[src/rtl/controle_concatena_if.sv]
// Digit handshake between the keypad decoder and the concatenation sequencer.
// The source drives a BCD digit with a valid flag; the sequencer answers with ready.
interface controle_concatena_if;
  logic       DigitoValido;
  logic [3:0] Digito;
  logic       DigitoPronto;

  modport master (
    output DigitoValido,
    output Digito,
    input  DigitoPronto
  );

  modport slave (
    input  DigitoValido,
    input  Digito,
    output DigitoPronto
  );
endinterface

[src/rtl/controle_concatena.sv]
// Sequencer for the 12-bit digit-concatenation register: shifts in up to
// three BCD digits, supports backspace and confirm, flags non-BCD digits.
module controle_concatena #(
  parameter int NUM_DIGITOS = 3,
  parameter int LARG_DIGITO = 4,
  localparam int W = NUM_DIGITOS * LARG_DIGITO
) (
  input  logic                  Clock,
  input  logic                  Reset_n,
  input  logic                  Iniciar,
  input  logic                  Apagar,
  input  logic                  Confirmar,
  controle_concatena_if.slave   dig,
  output logic [W-1:0]          Valor,
  output logic [1:0]            Contagem,
  output logic                  Pronto,
  output logic                  Erro
);

  typedef enum logic [2:0] {
    OCIOSO,
    LIMPA,
    COLETA,
    CHEIO,
    CONCLUIDO
  } estado_t;

  estado_t        state_q, state_d;
  logic [W-1:0]   valor_q, valor_d;
  logic [1:0]     contagem_q, contagem_d;
  logic           pronto_q, pronto_d;
  logic           erro_q, erro_d;
  logic           digito_pronto;
  logic           tem_digito;
  logic [1:0]     cont_mais;
  logic [1:0]     cont_menos;
  logic [W-1:0]   valor_ins;
  logic [W-1:0]   valor_rem;

  assign digito_pronto = (state_q == COLETA) & !Iniciar
                       & !Apagar & !Confirmar;
  assign dig.DigitoPronto = digito_pronto;

  assign tem_digito = (contagem_q != 2'd0);
  assign cont_mais  = contagem_q + 2'd1;
  assign cont_menos = contagem_q - 2'd1;
  assign valor_ins  = {valor_q[W-LARG_DIGITO-1:0], dig.Digito};
  assign valor_rem  = {{LARG_DIGITO{1'b0}}, valor_q[W-1:LARG_DIGITO]};

  always_comb begin
    state_d    = state_q;
    valor_d    = valor_q;
    contagem_d = contagem_q;
    pronto_d   = pronto_q;
    erro_d     = 1'b0;
    if (Iniciar) begin
      // Clearing on the Iniciar edge makes zero visible one cycle early.
      state_d    = LIMPA;
      valor_d    = '0;
      contagem_d = 2'd0;
      pronto_d   = 1'b0;
    end else begin
      unique case (state_q)
        OCIOSO: ;
        LIMPA: begin
          valor_d    = '0;
          contagem_d = 2'd0;
          pronto_d   = 1'b0;
          state_d    = COLETA;
        end
        COLETA: begin
          if (Apagar) begin
            if (tem_digito) begin
              valor_d    = valor_rem;
              contagem_d = cont_menos;
            end
          end else if (Confirmar) begin
            if (tem_digito) begin
              state_d  = CONCLUIDO;
              pronto_d = 1'b1;
            end
          end else if (dig.DigitoValido) begin
            if (dig.Digito <= 4'd9) begin
              valor_d    = valor_ins;
              contagem_d = cont_mais;
              if (cont_mais == 2'(NUM_DIGITOS))
                state_d = CHEIO;
            end else begin
              erro_d = 1'b1;
            end
          end
        end
        CHEIO: begin
          if (Apagar) begin
            valor_d    = valor_rem;
            contagem_d = cont_menos;
            state_d    = COLETA;
          end else if (Confirmar) begin
            state_d  = CONCLUIDO;
            pronto_d = 1'b1;
          end
        end
        CONCLUIDO: ;
        default: state_d = OCIOSO;
      endcase
    end
  end

  always_ff @(posedge Clock) begin
    if (!Reset_n) begin
      state_q    <= OCIOSO;
      valor_q    <= '0;
      contagem_q <= 2'd0;
      pronto_q   <= 1'b0;
      erro_q     <= 1'b0;
    end else begin
      state_q    <= state_d;
      valor_q    <= valor_d;
      contagem_q <= contagem_d;
      pronto_q   <= pronto_d;
      erro_q     <= erro_d;
    end
  end

  assign Valor    = valor_q;
  assign Contagem = contagem_q;
  assign Pronto   = pronto_q;
  assign Erro     = erro_q;

endmodule

[src/flat_wrapper.sv]
// flat-port wrapper written by rule: the top's interface ports become plain ports
module controle_concatena_flat 
#(
  parameter int NUM_DIGITOS = 3,
  parameter int LARG_DIGITO = 4,
  localparam int W = NUM_DIGITOS * LARG_DIGITO
)
  (Clock, Reset_n, Iniciar, Apagar, Confirmar, Valor, Contagem, Pronto, Erro, dig_DigitoValido, dig_Digito, dig_DigitoPronto);
  controle_concatena_if dig_i ();
  input  logic Clock;
  input  logic Reset_n;
  input  logic Iniciar;
  input  logic Apagar;
  input  logic Confirmar;
  output logic [W-1:0] Valor;
  output logic [1:0] Contagem;
  output logic Pronto;
  output logic Erro;
  input wire logic [$bits(dig_i.DigitoValido)-1:0] dig_DigitoValido;
  input wire logic [$bits(dig_i.Digito)-1:0] dig_Digito;
  output wire logic [$bits(dig_i.DigitoPronto)-1:0] dig_DigitoPronto;
  assign dig_i.DigitoValido = dig_DigitoValido;
  assign dig_i.Digito = dig_Digito;
  assign dig_DigitoPronto = dig_i.DigitoPronto;
  controle_concatena #(.NUM_DIGITOS(NUM_DIGITOS), .LARG_DIGITO(LARG_DIGITO)) u_core (.Clock(Clock), .Reset_n(Reset_n), .Iniciar(Iniciar), .Apagar(Apagar), .Confirmar(Confirmar), .dig(dig_i), .Valor(Valor), .Contagem(Contagem), .Pronto(Pronto), .Erro(Erro));
endmodule
[config.mk]
export PLATFORM = sky130hd
export DESIGN_NAME = controle_concatena_flat
export DESIGN_NICKNAME = d
export VERILOG_FILES = /design/src/rtl/controle_concatena_if.sv /design/src/rtl/controle_concatena.sv /design/src/flat_wrapper.sv
export SDC_FILE = /design/constraint.sdc
export NUM_CORES = 1
export LEC_CHECK = 0
export ABC_AREA = 1
export CAP_MARGIN = 20
export CORE_UTILIZATION = 43
export CTS_CLUSTER_DIAMETER = 80
export DETAILED_ROUTE_END_ITERATION = 6
export PLACE_DENSITY = 0.66
export SLEW_MARGIN = 20
export SYNTH_ARGS = -nofsm -noshare
export SYNTH_HDL_FRONTEND = slang
export SYNTH_SLANG_ARGS = --single-unit
[constraint.sdc]
create_clock -name Clock -period 1.7 [get_ports Clock]
set_input_delay 0.17 -clock Clock [delete_from_list [all_inputs] [get_ports Clock]]
set_output_delay 0.17 -clock Clock [all_outputs]
set_load 0.005 [all_outputs]
---- Yosys cells after proc, flatten, opt, wreduce, memory -nomap -nowiden ----
Index checks and enable logic that the tools add are counted.
operators by class
  add/subtract/negate cells ............... 2
  equal/unequal tests ..................... 27
  order comparisons ....................... 1
  muxes and demuxes ....................... 31
  reductions and logical operators ........ 13
  bitwise operators ....................... 7
operators with widths
  operator                                                number
  two-way mux 12 bit                                      6
  one-hot mux 12 bit (3 select lines)                     1
  two-way mux 3 bit                                       8
  != test 3 bit (second input constant)                   8
  != test 4 bit (second input constant)                   4
  AND reduction 7 bit                                     2
  two-way mux 2 bit                                       6
  one-hot mux 3 bit (4 select lines)                      1
  AND reduction 6 bit                                     2
  != test 2 bit (second input constant)                   5
  two-way mux 1 bit                                       7
  equality test 3 x 2 -> 1 bit (second input constant)    2
  != test 3 x 2 -> 1 bit (second input constant)          2
  one-hot mux 2 bit (3 select lines)                      1
  OR reduction 6 bit                                      1
  less-or-equal comparator 4 bit (second input constant)  1
  != test 2 x 1 -> 1 bit (second input constant)          2
  != test 4 x 3 -> 1 bit (second input constant)          1
  NOT 1 bit                                               4
  OR reduction 2 bit                                      2
  AND 1 bit                                               3
  equality test 3 x 1 -> 1 bit (second input constant)    1
  equality test 3 bit (second input constant)             1
  logical NOT 1 bit                                       3
  7 further kinds                                         7
word-level totals
  register bits ........................... 19
  word-level logic and storage cells ...... 87
  input bits .............................. 10
  output and inout port bits .............. 17

---- Logic depth before layout (Yosys ltp) ----
Gate-level depths: netlist of run 1.
  depth after elaboration ................. 9
  depth in mapped cells ................... 10
  gate-level depth less buffers ........... 10

---- Worst setup path before layout of run 1 ----
Ideal clock, no wire load.
  path kind ............................... register to register
  start point ............................. register u_core.state_q[1]
  end point ............................... register u_core.valor_q[5], in the netlist u_core.Valor[5]
  cell stages (with the launch flop) ...... 11
  data arrival time ....................... 1.237 ns
  data required time ...................... 1.588 ns
  slack ................................... 0.351 ns
  path buffers ............................ 1
  setup time .............................. 0.112 ns
  cells stage by stage .................... dfxtp_1 inv_2 nor2_8 nand2_4 nor2_8 nand2_4 nand3_4 buf_6 nand2_1 nand2_1 nor2_1
on the way
  cells in the longest elaborated chain, start to end .. 3
  elaborated cells on any way between the ends .. 11
  those cells by class .................... 8 x eq/ne; 1 x mux; 2 x reduce/logical
RTL lines
  item                                                                          RTL line                   RTL
  start: declaration                                                            controle_concatena.sv:28   estado_t state_q, state_d;
  start signal: assignment                                                      controle_concatena.sv:117  state_q <= state_d;
  equality test 3 x 2 -> 1 bit or equality test 3 x 1 -> 1 bit (tied branches)  controle_concatena.sv:63   unique case (state_q)
  != test 3 x 2 -> 1 bit (no source line), or another cell as far along         -
  AND reduction 6 bit (no source line)                                          -
  end signal: assignment                                                        controle_concatena.sv:118  valor_q <= valor_d;
  end: declaration                                                              controle_concatena.sv:29   logic [W-1:0] valor_q, valor_d;
Several ways; a longest one is shown, not always the timed one.
A chain may end at the register's enable or synchronous reset.

---- Final worst setup path of run 1 ----
  start point ............................. register u_core.state_q[1]
  end point ............................... output dig_DigitoPronto
on the way
  cells in the longest elaborated chain, start to end .. 4
RTL lines
  item                          RTL line                  RTL
  equality test 3 x 2 -> 1 bit  controle_concatena.sv:40  assign digito_pronto = (state_q == COLETA) & !Iniciar
  AND 1 bit                     controle_concatena.sv:40
  AND 1 bit (2 in a row)        controle_concatena.sv:41  & !Apagar & !Confirmar;
  end: declaration              flat_wrapper.sv:21        output wire logic [$bits(dig_i.DigitoPronto)-1:0] dig_DigitoPronto;
Every way passes these cells.

==> results of run 1 <==
==> worst register-to-register path: stages (launching register included) <==
cell	delay [ps]
dfxtp_2	350
inv_2	60
nor2_8	130
buf_4	150
nand2_1	110
nor2_4	170
nor2_8	60
nand3_4	180
nand2_1	90
a21oi_1	140
==> metal layers <==
layer  track usage (%)  up-vias  wire length, um
li1                  -      700                -
met1              28.5      616             1520
met2              38.4       37             1630
met3              3.02       11              136
met4              10.1        0               95
met5                 0        -                0
==> cell usage after synthesis (2+ instances only) <==
master | instances | area (sq um)
nand2_4 | 3 | 33.8
inv_1 | 17 | 63.8
nand3_1 | 7 | 35.0
dfxtp_1 | 19 | 380
nand2_1 | 50 | 188
inv_2 | 4 | 15.0
a21oi_1 | 11 | 55.1
buf_6 | 3 | 33.8
o21ai_0 | 18 | 90.1
nor2_1 | 35 | 131
nand4_1 | 11 | 68.8
ha_1 | 2 | 25.0
nor2_8 | 4 | 80.1
==> through the flow <==
step                      setup WS (ps)  cells  utilization [%]
after global placement             49.3    259             59.5
after global routing               36.4    264             61.3
final                               201    264             61.3
after detailed placement          -5.23    259             59.5
after floorplan                     351    191                -
after CTS                           189    264             61.3
==> report_power, final <==
| group | leakage (uW) | switching, uW | internal (uW) | total [uW] |
|---|---|---|---|---|
| Combinational | 0.000568 | 105 | 80.7 | 186 |
| Clock | 0.0000177 | 156 | 87.9 | 244 |
| Sequential | 0.000155 | 7.17 | 452 | 459 |
==> worst max path at each step <==
stage | from | endpoint | cells past startpoint
final | u_core.state_q[1]$_SDFFE_PP0P_ | dig_DigitoPronto | 7
after global routing | u_core.state_q[1]$_SDFFE_PP0P_ | u_core.Valor[10]$_SDFFE_PP0P_ | 7
after CTS | u_core.state_q[1]$_SDFFE_PP0P_ | dig_DigitoPronto | 7
after detailed placement | Apagar | u_core.Valor[0]$_SDFFE_PP0P_ | 8
after global placement | Apagar | u_core.Valor[6]$_SDFFE_PP0P_ | 9
after floorplan | u_core.state_q[1]$_SDFFE_PP0P_ | u_core.Valor[5]$_SDFFE_PP0P_ | 10
==> cell type report <==
class	instances	area, sq um	area share, %
tap	31	38.8	2.30
clock buffer	3	22.5	1.33
clock inverter	1	5.00	0.296
timing repair buffer	41	384	22.7
sequential	19	387	22.9
multi-input combinational	147	769	45.6
inverter	22	82.6	4.89
==> sequential cells by signal (all words and copies together), names as in the netlist <==
register	flops
u_core.Contagem	2
u_core.Erro	1
u_core.Pronto	1
u_core.Valor	12
u_core.state_q	3
==> cells by family after synthesis <==
kind of cell               Yosys count  synth area share, %
AOI/OAI and AO/OA                   30                 12.1
adders and majority gates            2                 1.99
buffers and inverters               25                 9.24
and+or+nand+nor                    115                 46.4
DFF                                 19                 30.2
==> timing repair <==
| action | in CTS | in global routing |
|---|---|---|
| endpoints found under the setup margin | 1 | 0 |
| setup buffers | 1 | 0 |
| resized for setup | 7 | 0 |
| hold buffers | 0 | 0 |
==> results.toml, run 1 <==
[detailed_routing]
viasPerCell = 5.17
firstDrtPassIters = 4
drt_wl_total_um = 3380
ant_nets = 0
dr.first_iter.drc_count = 70
routed-via-count = 1364
drc = 0
wl_per_cell_um = 12.8

[timing]
worst_pin_slew_ps = 296
drv_slew = 0
fin_crit_ps = 1500
holdWs_ps = 417
setup_viol = 0
rsz0062_at_grt = "false"
clock.fmax_mhz = 667
relSlewSlack_pct = 80.1
final.setup.tns_ps = 0
final_hold_viol_count = 0
finalClockSkew_ps = 9.58
fin_crit_sh_pct = 88.1

[worst_setup_path]
slowest_stage = "dfxtp_2"
crit_chain = "inv_2, nor2_8, nand2_4, nor2_4, nand2_1, inv_1, dlygate4sd2_1"
end_kind = "output port"
path_buf_inv = 3
crit_path_max_incr_delay_ps = 350
cp.required_ps = 1530
path_class = "reg2out"
crit_family = "simple AND/OR/NAND/NOR gates"
reg2reg_setup_slack_ps = 210
timing.rr.start = "u_core.state_q[1]$_SDFFE_PP0P_"
regToRegEndpoint = "u_core.Valor[2]$_SDFFE_PP0P_"
critPathArrivalTime_ps = 1330
ff2ff_path_depth = 9
cp-start-kind = "register"
cp_max_fo = 2

[layout]
syn_to_final_growth_pct = 34.2
antennaDiodeCount = 0
final_cell_mix = "50 x nand2_1, 34 x nor2_1, 25 x clkdlybuf4s50_1, 18 x o21ai_0, 17 x inv_1"
drive_gt1_share_pct = 16.3
num-fill-cells = 268
fin_nets = 246
final_common_cell = "nand2_1"
finish.instance_area_sq_um = 1690

[global_routing]
grtUsageTotal_pct = 22.7
grt-ovfl-total = 0
grt_pass1_wl_um = 5640
antenna_found_initial = 0
grt_max_degree = 22
grt_pass1_vias = 1321

[placement]
gp_congestion = 0.849
placed_area_sq_um = 1640
port_buffers = 26
hpwl_um = 2490

[synth]
synth.distinct_cells = 20
synth_cells = 191
syn_nets = 203
syn_area_sq_um = 1260
synth_top_flop_cell = "dfxtp_1"
yosysSeqAreaShare_pct = 30.2
synth_area_per_cell_sq_um = 6.59
synth.yosys.warnings = 0
ys_ff_latch = 19
async_flop_share_pct = 0
synth_edf_count = 0

[die]
row_count = 19
initial_core_util_pct = 45.6
core_sq_um = 2760
die_h_um = 56.1
dieArea_sq_um = 3150
pin_count = 27
die_w_um = 56.1

[outcome]
status = "finished clean"

[cts]
clk_latency_ps = 310
cts_num_sinks = 19
cts_buffer_depth = 2
cts_buffers = 3
cts_max_level = 1
clk_pin_slew_ps = 120
cts-root-buf = "clkbuf_4"
cts_tree = "yes"

[flow_run]
cap_violations = 0

[min_path]
holdPathEnd = "u_core.state_q[0]$_SDFFE_PN0P_"
min_path_cells = 3
min_from = "Reset_n"
holdCritPathClass = "in2reg"

[power]
leakagePower_uw = 0.000741
p_per_area_nw_per_um2 = 527
power_uw = 889
ir_drop_mv = 0.535
(Power assumes the default switching activity.)
==> run 2: changes to the inputs <==
Settings changed: SKIP_LAST_GASP set to 1.
==> results of run 2 <==
Final layout, timing and power as in run 1 (identical DEF).
